--- config.mk ---
export PLATFORM = sky130hd
export DESIGN_NAME = tis_prog_loader
export DESIGN_NICKNAME = d
export VERILOG_FILES = /design/src/rtl/tis_pkg.sv /design/src/rtl/tis_prog_loader.sv
export SDC_FILE = /design/constraint.sdc
export NUM_CORES = 1
export LEC_CHECK = 0
export ABC_AREA = 1
export CORE_MARGIN = 3
export CORE_UTILIZATION = 30
export CTS_BUF_LIST = sky130_fd_sc_hd__clkbuf_8
export CTS_CLUSTER_DIAMETER = 30
export DETAILED_ROUTE_END_ITERATION = 12
export GPL_ROUTABILITY_DRIVEN = 0
export SYNTH_ARGS = -nofsm -noshare
export SYNTH_HDL_FRONTEND = slang
export SYNTH_SLANG_ARGS = --single-unit
--- constraint.sdc ---
create_clock -name clk -period 5.5 [get_ports clk]
set_clock_uncertainty 0.2 [all_clocks]
set_input_delay 1.65 -clock clk [delete_from_list [all_inputs] [get_ports clk]]
set_output_delay 1.65 -clock clk [all_outputs]
set_load 0.02 [all_outputs]
--- src/rtl/tis_pkg.sv ---
// Shared TIS grid definitions: port/operand ids, opcode fields, loader command/error/state enums.
package tis_pkg;

  localparam logic [2:0] NIL   = 3'd0;
  localparam logic [2:0] ACC   = 3'd1;
  localparam logic [2:0] ANY   = 3'd2;
  localparam logic [2:0] LAST  = 3'd3;
  localparam logic [2:0] LEFT  = 3'd4;
  localparam logic [2:0] RIGHT = 3'd5;
  localparam logic [2:0] UP    = 3'd6;
  localparam logic [2:0] DOWN  = 3'd7;

  // Instruction word: [15:12] opcode, [11:9] src, [8:6] dst, [5:0] immediate/target
  localparam logic [3:0] OP_NOP = 4'd0;
  localparam logic [3:0] OP_MOV = 4'd1;
  localparam logic [3:0] OP_SWP = 4'd2;
  localparam logic [3:0] OP_SAV = 4'd3;
  localparam logic [3:0] OP_ADD = 4'd4;
  localparam logic [3:0] OP_SUB = 4'd5;
  localparam logic [3:0] OP_NEG = 4'd6;
  localparam logic [3:0] OP_JMP = 4'd7;
  localparam logic [3:0] OP_JEZ = 4'd8;
  localparam logic [3:0] OP_JNZ = 4'd9;
  localparam logic [3:0] OP_JGZ = 4'd10;
  localparam logic [3:0] OP_JLZ = 4'd11;
  localparam logic [3:0] OP_JRO = 4'd12;

  localparam int MAX_LEN = 15;

  typedef enum logic [1:0] {
    CMD_LOAD = 2'd0,
    CMD_RUN  = 2'd1,
    CMD_HALT = 2'd2,
    CMD_RSVD = 2'd3
  } loaderCmd_e;

  typedef enum logic [1:0] {
    ERR_NONE = 2'd0,
    ERR_LEN  = 2'd1,
    ERR_NODE = 2'd2,
    ERR_CSUM = 2'd3
  } loaderErr_e;

  typedef enum logic [2:0] {
    IDLE    = 3'd0,
    LOAD    = 3'd1,
    CSUM    = 3'd2,
    COMMIT  = 3'd3,
    DISCARD = 3'd4
  } loaderState_e;

endpackage

--- src/rtl/tis_prog_loader.sv ---
// Host-side program loader for the TIS node grid: writes program stores, commits lengths, gates core reset.
// Optional trailing XOR checksum word enabled by defining TIS_LOADER_CSUM_EN.
module tis_prog_loader
  import tis_pkg::*;
#(
  parameter  int NODES  = 12,
  localparam int NODE_W = (NODES > 1) ? $clog2(NODES) : 1
) (
  input  logic              clk,
  input  logic              rst,
  input  logic              in_valid,
  input  logic [15:0]       in_data,
  output logic              in_ready,
  output logic              prog_we,
  output logic [NODE_W-1:0] prog_node,
  output logic [3:0]        prog_addr,
  output logic [15:0]       prog_data,
  output logic              plen_we,
  output logic [3:0]        plen_data,
  output logic              core_rst,
  output logic              busy,
  output logic              err,
  output logic [1:0]        err_code,
  input  logic              err_clr
);

  localparam logic [6:0] NODES7 = 7'(NODES);

  loaderState_e state;
  logic         started;
  logic [3:0]   len, cnt;
`ifdef TIS_LOADER_CSUM_EN
  logic [15:0]  csum;
  logic         dropping;
`endif

  loaderCmd_e   hdrCmd;
  logic [5:0]   hdrNode;
  logic [3:0]   hdrLen;
  logic         xfer, lastWord;
  logic         unusedHdrBits;

  assign hdrCmd        = loaderCmd_e'(in_data[15:14]);
  assign hdrNode       = in_data[13:8];
  assign hdrLen        = in_data[3:0];
  assign unusedHdrBits = ^in_data[7:4];

  // Ready drops for the single cycle after reset and for the COMMIT bubble only.
  assign in_ready = started && (state != COMMIT);
  assign xfer     = in_valid && in_ready;
  assign busy     = (state != IDLE);
  assign lastWord = (cnt == len - 4'd1);

  always_ff @(posedge clk or posedge rst) begin
    if (rst) begin
      state     <= IDLE;
      started   <= 1'b0;
      core_rst  <= 1'b1;
      prog_we   <= 1'b0;
      prog_node <= '0;
      prog_addr <= '0;
      prog_data <= '0;
      plen_we   <= 1'b0;
      plen_data <= '0;
      err       <= 1'b0;
      err_code  <= ERR_NONE;
      len       <= '0;
      cnt       <= '0;
`ifdef TIS_LOADER_CSUM_EN
      csum      <= '0;
      dropping  <= 1'b0;
`endif
    end else begin
      started <= 1'b1;
      prog_we <= 1'b0;
      plen_we <= 1'b0;
      // A clear is overridden by any error raised below in the same cycle.
      if (err_clr) begin
        err      <= 1'b0;
        err_code <= ERR_NONE;
      end
      case (state)
        IDLE: if (xfer) begin
          case (hdrCmd)
            CMD_LOAD: begin
              core_rst <= 1'b1;
              len      <= hdrLen;
              cnt      <= '0;
`ifdef TIS_LOADER_CSUM_EN
              csum     <= in_data;
              dropping <= 1'b0;
`endif
              if (hdrLen == 4'd0) begin
                err      <= 1'b1;
                err_code <= ERR_LEN;
              end else if ({1'b0, hdrNode} >= NODES7) begin
                err      <= 1'b1;
                err_code <= ERR_NODE;
                state    <= DISCARD;
              end else begin
                prog_node <= hdrNode[NODE_W-1:0];
                state     <= LOAD;
              end
            end
            CMD_RUN:  core_rst <= 1'b0;
            CMD_HALT: core_rst <= 1'b1;
            default:  ;
          endcase
        end
        LOAD: if (xfer) begin
          prog_we   <= 1'b1;
          prog_addr <= cnt;
          prog_data <= in_data;
          cnt       <= cnt + 4'd1;
`ifdef TIS_LOADER_CSUM_EN
          csum      <= csum ^ in_data;
          if (lastWord) state <= CSUM;
`else
          if (lastWord) state <= COMMIT;
`endif
        end
`ifdef TIS_LOADER_CSUM_EN
        CSUM: if (xfer) begin
          if (dropping) begin
            state <= IDLE;
          end else if (in_data == csum) begin
            state <= COMMIT;
          end else begin
            err      <= 1'b1;
            err_code <= ERR_CSUM;
            state    <= IDLE;
          end
        end
`endif
        COMMIT: begin
          plen_we   <= 1'b1;
          plen_data <= len;
          state     <= IDLE;
        end
        DISCARD: if (xfer) begin
          cnt <= cnt + 4'd1;
          if (lastWord) begin
`ifdef TIS_LOADER_CSUM_EN
            dropping <= 1'b1;
            state    <= CSUM;
`else
            state    <= IDLE;
`endif
          end
        end
        default: state <= IDLE;
      endcase
    end
  end

endmodule

; ---- Word-level counts from Yosys, hierarchy flattened
; Index checks and enable logic that the tools add are counted.
[classes]
order_cmp = 1
div = 0
mux = 29
multipliers = 0
addsub = 2
n_reduce_logical = 16
n_bitwise = 2
eq_ne = 15
shifts = 0
[op_table]
columns = cell, count
row1 = two-way mux 3 bit, 8
row2 = two-way mux 2 bit, 6
row3 = two-way mux 4 bit, 3
row4 = "!= test 2 bit, second input constant", 6
row5 = two-way mux 1 bit, 9
row6 = case mux 3 bit (3 select lines), 1
row7 = case mux 4 bit (2 select lines), 1
row8 = AND reduction 7 bit, 1
row9 = ">= comparator 6 x 4 -> 1 bit, second input constant", 1
row10 = AND reduction 3 bit, 2
row11 = AND reduction 5 bit, 1
row12 = "adder 4 x 1 -> 4 bit, second input constant", 1
row13 = equality test 4 bit, 1
row14 = logical NOT 4 bit, 1
row15 = "!= test 2 x 1 -> 1 bit, second input constant", 2
row16 = AND reduction 4 bit, 1
row17 = nonzero test 2 bit, 2
row18 = OR reduction 2 bit, 2
row19 = "subtractor 4 x 1 -> 4 bit, second input constant", 1
row20 = "equality test 3 x 1 -> 1 bit, second input constant", 1
row21 = "equality test 3 x 2 -> 1 bit, second input constant", 1
row22 = "equality test 3 bit, second input constant", 1
row23 = logical NOT 3 bit, 1
row24 = "!= test 3 x 2 -> 1 bit, second input constant", 1
row25 = 8 further kinds, 10
[totals]
rom_bits = 0
mem_count = 0
register_bits = 46
wordCells = 78
latchBits = 0
in_bits = 20
mem_bits_rw = 0
output_inout_bits = 36

; ---- Depth between registers and ports, before layout
; Gate-level depths: netlist of the first run.
[logic_depth]
ltp_word = 6
depth_mapped = 12

; ---- Worst setup path before layout of the first run
; No wires, ideal clock.
[synth_path]
path_kind = register to output
start = register state[0]
end = output port in_ready
t_arrival_ns = 0.899
n_path_buf = 0
t_required_ns = 3.650
path_slack_ns = 2.751
stages_incl_launch_ff = 4
path_cell_list = dfrtp_1 > nand3_4 > inv_1 > nor2_1
[synth_between]
elab_chain_cells = 2
[synth_rtl]
columns = element, line_no
row1 = "start, declared", tis_prog_loader.sv:29  ; loaderState_e state;
row2 = "start signal, assigned", tis_prog_loader.sv:56  ; state <= IDLE;
row3 = "start signal, assigned", tis_prog_loader.sv:99  ; state <= DISCARD;
row4 = "start signal, assigned", tis_prog_loader.sv:102  ; state <= LOAD;
row5 = != test 3 x 2 -> 1 bit, tis_prog_loader.sv:49  ; assign in_ready = started && (state != COMMIT);
row6 = logical AND 1 bit, tis_prog_loader.sv:49
row7 = "end, declared", tis_prog_loader.sv:13  ; output logic in_ready,
; Every way passes these cells.

; ---- Worst setup path in the final report of the first run
; Same ends and word-level chain as after synthesis.

==> impl_metrics.env, run 1 <==
export IMPL_core_region_area_um2=6910
export IMPL_synth_enable_flop_cells=0
export IMPL_status="completed"
export IMPL_worst_pin_slew_ns=0.942
export IMPL_resized_gates_after_cts=0
export IMPL_total_leakage_power_uw=0.00136
export IMPL_drt_total_wl_mm=4.33
export IMPL_pin_count_of_the_biggest_net_entering_global_routing=47
export IMPL_first_global_vias=1639
export IMPL_wp_data_arrival_ns=1.67
export IMPL_dp_cells=369
export IMPL_clk_root_buffer_cell="clkbuf_8"
export IMPL_synth_sequential_area_ratio_pct=53.2
export IMPL_ir_drop_mv=0.207
export IMPL_worst_skew_pair_late_latency_ns=0.29
export IMPL_drt_pre_antenna_iters=4
export IMPL_layout_commonest_cell="clkdlybuf4s50_1"
export IMPL_nFillCells=706
export IMPL_clock_tree_htree_level_count=2
export IMPL_timing_hold_worst_class="reg -> reg"
export IMPL_syn_mean_instance_area_um2=9.76
export IMPL_routed_wl_met2_mm=2.04
export IMPL_finalWorstSetupSlack_ns=1.98
export IMPL_layout_cells_most_common_list="clkdlybuf4s50_1 (55), nand2_1 (52), dfrtp_1 (45), nor2_1 (25), inv_1 (23)"
export IMPL_top_layer_used="met4"
export IMPL_detailroute_wirelength_met3_um=302
export IMPL_detailedPlace_worstSlack_ns=1.72
export IMPL_timing_worst_setup_path_type="reg -> out"
export IMPL_slew_violations=0
export IMPL_vias_per_cell=4.24
export IMPL_clock_tree_buffer_depth=2
export IMPL_final_period_utilization_pct=64.1
export IMPL_cell_area_after_technology_mapping_um2=2170
export IMPL_r2r_setup_slack_ns=3.33
export IMPL_post_synth_top_area_fraction_pct=52.0
export IMPL_critical_path_endpoint_type="output port"
export IMPL_synth_nets=244
export IMPL_wirelength_met1_mm=1.93
export IMPL_worst_endpoint_required_ns=3.65
export IMPL_ys_warn_count=0
export IMPL_setup_viol=0
export IMPL_floorplan_die_area_um2=8280
export IMPL_post_route_min_period_ns=3.52
export IMPL_wire_per_inst_um=11.5
export IMPL_first_iter_violations=63
export IMPL_setup_repair_after_global_routing_missed_its_margin="no"
export IMPL_global_route_wire_length_before_repair_mm=7.45
export IMPL_ys_async_sr_fraction_pct=100
export IMPL_yosys_area_top_type="dfrtp_1"
export IMPL_placed_wire_length_estimate_mm=3.22
export IMPL_library_cells_used_by_synthesis=24
export IMPL_width_of_the_die_um=91.0
export IMPL_final_layout_size_suffix_gt1_share_pct=15.7
export IMPL_clk_pin_slew_worst_paths_ns=0.09
export IMPL_synthToLayoutAreaGrowth_pct=34.9
export IMPL_cts_setup_buffers=0
export IMPL_final_cell_count_no_fill=377
export IMPL_tritoncts="built"
export IMPL_antenna_found_initial=0
export IMPL_start_util_pct=31.4
export IMPL_antenna_diode_count=0
export IMPL_cts_hold_buf=0
export IMPL_netlist_top_cells_area="dfrtp_1 (52%), nand2_1 (9.0%), mux2_4 (6.9%)"
export IMPL_powerDensity_nw_per_um2=525
export IMPL_path_max_fanout=9
export IMPL_fmax_mhz=284
export IMPL_route_antenna_remaining_nets=0
export IMPL_total_of_flip_flops_plus_latches_after_synthesis=46
export IMPL_nature_of_the_critical_path_startpoint="flip-flop"
export IMPL_io_pins=56
export IMPL_io_buf_count=55
export IMPL_finish_utilization_pct=42.3
export IMPL_synth_main_ff_cell="dfrtp_1"
export IMPL_hold_viol_final=0
export IMPL_worst_slew_margin_rel_pct=37.1
export IMPL_fin_nets=302
export IMPL_timing_max_cap_violations=0
export IMPL_numCtsBuffers=5
export IMPL_via_count=1599
export IMPL_die_height_um=91.0
export IMPL_grt_remaining_overflow=0
export IMPL_drc=0
export IMPL_cell_rows=30
export IMPL_setup_total_negative_slack_ns=0
export IMPL_tritoncts_sink_count=46
export IMPL_total_routing_usage_gr_pct=11.0
export IMPL_synth_cells=222
path summary, 6_finish.rpt:
path,startpoint,to,cells after the start
worst min register to register,plen_data[1],plen_data[1],2
worst max-delay path,state[0],in_ready,4
worst max register to register,state[2],prog_data[15],4
worst min-delay path,plen_data[1],plen_data[1],2
max in group asynchronous,rst,started,2
min in group asynchronous,rst,plen_data[0],2
power by group:
| group | leakage, µW | internal [µW] | switching [µW] |
|---|---|---|---|
| Combinational | 0.000707 | 322 | 354 |
| Clock | 0.0000714 | 194 | 114 |
| Sequential | 0.000585 | 464 | 86.8 |
| Total | 0.00136 | 980 | 555 |
per-layer routing:
layer / GRT usage, % / up-vias
li1: - / 816
met1: 13.0 / 731
met3: 3.98 / 7
met5: 0 / -
met2: 18.8 / 45
met4: 3.02 / 0
registers in the layout (all words and copies together) (netlist names):
name / flops
len: 4
err: 1
started: 1
core_rst: 1
cnt: 4
err_code: 2
state: 3
prog_node: 4
plen_data: 4
prog_data: 16
plen_we: 1
prog_we: 1
prog_addr: 4
final cells by class:
cell class / count / area (µm²) / area share (%)
Clock buffer: 6 / 82.6 / 2.83
Timing Repair Buffer: 55 / 551 / 18.8
Multi-Input combinational cell: 147 / 863 / 29.5
Sequential cell: 46 / 1150 / 39.4
Inverter: 25 / 93.8 / 3.21
Tap cell: 96 / 120 / 4.11
Clock inverter: 2 / 60.1 / 2.05
cells in the mapped netlist (4+ instances only):
cell type	n
a21oi_1	7
nand3_1	10
o21ai_2	5
nor2_4	5
nor2_1	25
inv_1	24
a21oi_2	4
o21ai_0	14
dfrtp_1	45
mux2_4	10
nand2_2	5
nand2_1	52
logic make-up (layout without fill, tap and decap cells):
kind of cell	count (synthesis)	in the layout	share of synthesized area [%]
AO/OA/AOI/OAI	30	30	8.49
buffers and inverters	29	88	6.99
multiplexers	11	11	7.45
adder cells (fa/ha/maj)	2	2	1.15
AND/OR/NAND/NOR	103	103	22.6
flip-flops	46	46	53.2
other	1	1	0.173
critical path: stages, from the launching register on:
cell             delay (ns)
dfrtp_1                0.44
nand3_4                0.15
inv_1                  0.09
nor2_1                 0.09
clkdlybuf4s50_1        0.61
through the flow:
step / total power [µW] / instance area [µm²] / hold slack [ns]
2_1_floorplan: 972 / 2170 / 0.283
3_3_place_gp: 1230 / 2780 / 0.271
3_5_place_dp: 1240 / 2780 / 0.275
4_1_cts: 1560 / 2920 / 0.297
5_1_grt: 1640 / 2920 / 0.317
6_report: 1530 / 2920 / 0.286
Note: power is estimated with default switching activity, not from simulation.
==> run 2: changes to the inputs <==
==> constraint.sdc (replaced) <==
create_clock -name clk -period 3.2 [get_ports clk]
set_clock_uncertainty 0.2 [all_clocks]
set_input_delay 0.96 -clock clk [delete_from_list [all_inputs] [get_ports clk]]
set_output_delay 0.96 -clock clk [all_outputs]
set_load 0.02 [all_outputs]
==> impl_metrics.env, run 2 (synthesis gave the netlist of run 1 again) <==
export IMPL_status="completed"
export IMPL_hold_viol_final=0
export IMPL_slowest_delay_ns=0.61
export IMPL_critPathBufInv=2
export IMPL_critical_path_endpoint_type="output port"
export IMPL_clock_tree_buffer_depth=2
export IMPL_worst_path_max_delay_cell="clkdlybuf4s50_1"
export IMPL_via_count=1648
export IMPL_worst_slew_margin_rel_pct=60.9
export IMPL_largest_register_ff_count=16
export IMPL_wp_data_arrival_ns=1.66
export IMPL_cell_rows=30
export IMPL_final_period_utilization_pct=88.2
export IMPL_antenna_found_initial=0
export IMPL_slew_violations=0
export IMPL_start_util_pct=31.4
export IMPL_r2r_start="state[2]"
export IMPL_ir_drop_mv=0.364
export IMPL_width_of_the_die_um=91.0
export IMPL_timing_hold_worst_class="reg -> reg"
export IMPL_placed_wire_length_estimate_mm=3.41
export IMPL_setup_total_negative_slack_ns=0
export IMPL_resized_gates_after_cts=0
export IMPL_first_iter_violations=50
export IMPL_worst_skew_pair_late_latency_ns=0.30
export IMPL_post_route_min_period_ns=2.82
export IMPL_tritoncts="built"
export IMPL_clk_root_buffer_cell="clkbuf_8"
export IMPL_dp_cells=371
export IMPL_numCtsBuffers=5
export IMPL_timing_max_cap_violations=0
export IMPL_critical_path_cell_chain="nand3_4 > inv_1 > nor2_1 > clkdlybuf4s50_1"
export IMPL_drt_pre_antenna_iters=4
export IMPL_pin_count_of_the_biggest_net_entering_global_routing=47
export IMPL_vias_per_cell=4.35
export IMPL_timing_worst_setup_path_type="reg -> out"
export IMPL_route_antenna_remaining_nets=0
export IMPL_cts_hold_buf=0
export IMPL_fin_nets=304
export IMPL_final_layout_size_suffix_gt1_share_pct=15.9
export IMPL_grt_remaining_overflow=0
export IMPL_startpoint="state[0]"
export IMPL_core_region_area_um2=6910
export IMPL_final_cell_count_no_fill=379
export IMPL_nature_of_the_critical_path_startpoint="flip-flop"
export IMPL_total_routing_usage_gr_pct=11.9
export IMPL_worst_pin_slew_ns=0.586
export IMPL_drc=0
export IMPL_synthToLayoutAreaGrowth_pct=33.0
export IMPL_clock_tree_htree_level_count=2
export IMPL_powerDensity_nw_per_um2=856
export IMPL_io_pins=56
export IMPL_worst_endpoint_required_ns=2.04
export IMPL_register_bank_with_the_most_flops="prog_data"
export IMPL_cts_setup_buffers=0
export IMPL_antenna_diode_count=0
export IMPL_cpLargestDelayFamily="buffers and inverters"
export IMPL_die_height_um=91.0
export IMPL_first_global_vias=1681
export IMPL_floorplan_die_area_um2=8280
export IMPL_hp_start="err"
export IMPL_tritoncts_sink_count=46
export IMPL_clk_pin_slew_worst_paths_ns=0.08
export IMPL_layout_commonest_cell="clkdlybuf4s50_1"
export IMPL_global_route_wire_length_before_repair_mm=8.00
export IMPL_fmax_mhz=354
export IMPL_drt_total_wl_mm=4.52
export IMPL_path_max_fanout=9
export IMPL_setup_repair_after_global_routing_missed_its_margin="no"
export IMPL_setup_viol=0
export IMPL_total_leakage_power_uw=0.00135
export IMPL_wire_per_inst_um=11.9
export IMPL_layout_cells_most_common_list="clkdlybuf4s50_1 (55), nand2_1 (52), dfrtp_1 (45), nor2_1 (25), inv_1 (24)"
export IMPL_io_buf_count=55
## run 2: changes by cell type in the layout (fill, tap and decap cells not counted)
| cell | previous run | this run |
|---|---|---|
| clkbuf_8 | 6 | 5 |
| clkinv_2 | 0 | 1 |
| clkinv_4 | 0 | 1 |
| bufinv_16 | 2 | 0 |
| buf_4 | 0 | 2 |
| inv_1 | 23 | 24 |
## run 2: final cells by class
type                            instances  area [µm²]
Fill cell                             709        4030
Multi-Input combinational cell        147         863
Clock inverter                          3        17.5
Tap cell                               96         120
Sequential cell                        46        1150
Timing Repair Buffer                   57         566
Clock buffer                            5        68.8
Inverter                               25        93.8
## run 2: worst min-delay path, stage by stage (launching register included)
cell and delay (ns):
dfrtp_1 0.35, nand2_1 0.05, nand2_1 0.06
## run 2: metrics by stage
step | instance area [µm²] | worst slack [ns] | power, µW | util (%) | hold slack [ns]
after global placement | 2800 | 0.416 | 2120 | 40.5 | 0.273
after global routing | 2880 | 0.270 | 2680 | 41.7 | 0.325
after detailed placement | 2800 | 0.375 | 2150 | 40.5 | 0.271
after CTS | 2880 | 0.343 | 2510 | 41.7 | 0.291
final | 2880 | 0.377 | 2470 | 41.7 | 0.284
after floorplan | 2170 | 0.954 | 1670 | - | 0.283
## run 2: metal layers
| metal | up-vias | GRT usage [%] | wire length [µm] |
|---|---|---|---|
| met2 | 43 | 19.7 | 2180 |
| met1 | 770 | 14.6 | 1970 |
| met5 | - | 0 | 0 |
| met3 | 8 | 4.39 | 310 |
| met4 | 0 | 3.27 | 59 |
| li1 | 827 | - | - |
## run 2: where the power goes
part / internal (µW) / total [µW] / leakage [µW] / switching [µW]
clock network: 151 / 345 / 0.0000493 / 193
registers: 797 / 948 / 0.000585 / 151
logic: 557 / 1170 / 0.000717 / 618
total: 1500 / 2470 / 0.00135 / 962
## run 2: final timing paths
path | endpoint | slack, ns | cells past startpoint
setup / recovery | in_ready | 0.38 | 4
setup reg to reg | prog_data[2] | 1.27 | 6
min in group asynchronous | prog_addr[1] | 0.92 | 3
hold / removal | err | 0.28 | 2
max in group asynchronous | plen_data[1] | 1.46 | 3
hold reg to reg | err | 0.28 | 2
==> run 3: changes to the inputs <==
==> constraint.sdc (replaced) <==
create_clock -name clk -period 2.4 [get_ports clk]
set_clock_uncertainty 0.2 [all_clocks]
set_input_delay 0.72 -clock clk [delete_from_list [all_inputs] [get_ports clk]]
set_output_delay 0.72 -clock clk [all_outputs]
set_load 0.02 [all_outputs]
==> impl_metrics.env, run 3 (synthesis gave the netlist of run 1 again) <==
export IMPL_status="completed"
export IMPL_critPathBufInv=3
export IMPL_top_layer_used="met4"
export IMPL_synthToLayoutAreaGrowth_pct=38.1
export IMPL_final_cell_count_no_fill=383
export IMPL_cell_rows=30
export IMPL_start_util_pct=31.4
export IMPL_power_uw=3550
export IMPL_antenna_found_initial=0
export IMPL_worst_path_max_delay_cell="dfrtp_1"
export IMPL_critical_path_endpoint_type="output port"
export IMPL_worst_endpoint_required_ns=1.48
export IMPL_timing_worst_setup_path_type="reg -> out"
export IMPL_clock_tree_buffer_depth=2
export IMPL_clk_pin_slew_worst_paths_ns=0.08
export IMPL_width_of_the_die_um=91.0
export IMPL_dp_cells=375
export IMPL_powerDensity_nw_per_um2=1190
export IMPL_fin_nets=308
export IMPL_route_antenna_remaining_nets=0
export IMPL_wirelength_met1_mm=1.91
export IMPL_total_leakage_power_uw=0.00141
export IMPL_hold_ws_ns=0.286
export IMPL_total_routing_usage_gr_pct=12.1
export IMPL_fmax_mhz=441
export IMPL_wp_data_arrival_ns=1.35
export IMPL_nFillCells=687
export IMPL_wire_per_inst_um=11.7
export IMPL_die_height_um=91.0
export IMPL_numCtsBuffers=5
export IMPL_finish_utilization_pct=43.3
export IMPL_clk_root_buffer_cell="clkbuf_8"
export IMPL_first_iter_violations=62
export IMPL_io_pins=56
export IMPL_cp_num_cells=5
export IMPL_tritoncts_sink_count=46
export IMPL_path_max_fanout=3
export IMPL_placed_wire_length_estimate_mm=3.45
export IMPL_grt_remaining_overflow=0
export IMPL_setup_total_negative_slack_ns=0
export IMPL_drc=0
export IMPL_via_count=1668
export IMPL_holdPathStages=2
export IMPL_drt_total_wl_mm=4.48
export IMPL_core_region_area_um2=6910
export IMPL_layout_cells_most_common_list="nand2_1 (52), clkdlybuf4s50_1 (52), dfrtp_1 (45), nor2_1 (25), inv_1 (23)"
export IMPL_io_buf_count=55
export IMPL_cpLargestDelayFamily="buffers and inverters"
export IMPL_worst_skew_pair_late_latency_ns=0.30
export IMPL_nature_of_the_critical_path_startpoint="flip-flop"
export IMPL_pin_count_of_the_biggest_net_entering_global_routing=27
export IMPL_register_bank_with_the_most_flops="prog_data"
export IMPL_cts_hold_buf=0
export IMPL_cts_setup_buffers=0
export IMPL_hold_viol_final=0
export IMPL_critical_path_cell_chain="inv_2 > nand3_4 > inv_1 > nor2_1 > dlygate4sd2_1"
export IMPL_global_route_wire_length_before_repair_mm=8.17
export IMPL_final_layout_size_suffix_gt1_share_pct=17.4
export IMPL_clock_tree_htree_level_count=2
export IMPL_antenna_diode_count=0
export IMPL_first_global_vias=1809
export IMPL_post_route_min_period_ns=2.27
export IMPL_vias_per_cell=4.36
export IMPL_slowest_delay_ns=0.43
export IMPL_largest_register_ff_count=16
export IMPL_timing_max_cap_violations=0
export IMPL_detailroute_wirelength_met3_um=291
export IMPL_tritoncts="built"
export IMPL_setup_repair_after_global_routing_missed_its_margin="no"
export IMPL_worstRegToRegCells=12
export IMPL_routed_wl_met2_mm=2.22
export IMPL_slew_violations=0
export IMPL_floorplan_die_area_um2=8280
export IMPL_setup_viol=0
export IMPL_timing_hold_worst_class="reg -> reg"
export IMPL_ir_drop_mv=0.539
export IMPL_drt_pre_antenna_iters=4
export IMPL_final_period_utilization_pct=94.5
## run 3: power by group
| part | internal, µW | total [µW] | switching, µW |
|---|---|---|---|
| logic | 753 | 1580 | 822 |
| clock network | 444 | 708 | 264 |
| registers | 1060 | 1270 | 203 |
## run 3: stage by stage
| step | instance area [µm²] | setup slack (ns) |
|---|---|---|
| finish | 2990 | 0.132 |
| global route | 2990 | 0.0465 |
| CTS | 2990 | 0.0259 |
| detailed placement | 2850 | 0.0587 |
| global placement | 2850 | 0.0791 |
| floorplan | 2170 | 0.394 |
## run 3: worst paths after layout
kind | start | endpoint | slack (ns)
max | state[2] | in_ready | 0.13
min | plen_data[1] | plen_data[1] | 0.29
max reg2reg | len[0] | state[2] | 0.56
min reg2reg | plen_data[1] | plen_data[1] | 0.29
max in group asynchronous | rst | prog_data[12] | 1.01
min in group asynchronous | rst | len[3] | 0.52
## run 3: area by class of cell
cell class              count  area (µm²)  share of cell area, %
inverters                  25        93.8                   3.14
well taps                  96         120                   4.01
flip-flops and latches     46        1150                   38.5
multi-input cells         147         863                   28.8
repair buffers             61         621                   20.7
clock buffers               6        82.6                   2.76
clock inverters             2        60.1                   2.01
## run 3: repair_timing
action	CTS	global route
endpoints found under the setup margin	2	1
gates resized for setup	2	1
gates cloned	0	0
## run 3: worst register-to-register path, delay by kind of cell (launching register included)
family / cells / cell delay [ns]
buffers and inverters: 2 / 0.22
flip-flops: 1 / 0.41
adder cells (fa/ha/maj): 1 / 0.27
AND/OR/NAND/NOR: 9 / 0.64
## run 3: layer usage
| layer | up-vias | global-route usage (%) |
|---|---|---|
| met5 | - | 0 |
| met4 | 0 | 3.77 |
| met3 | 7 | 3.73 |
| met2 | 42 | 21.0 |
| met1 | 792 | 14.2 |
| li1 | 827 | - |
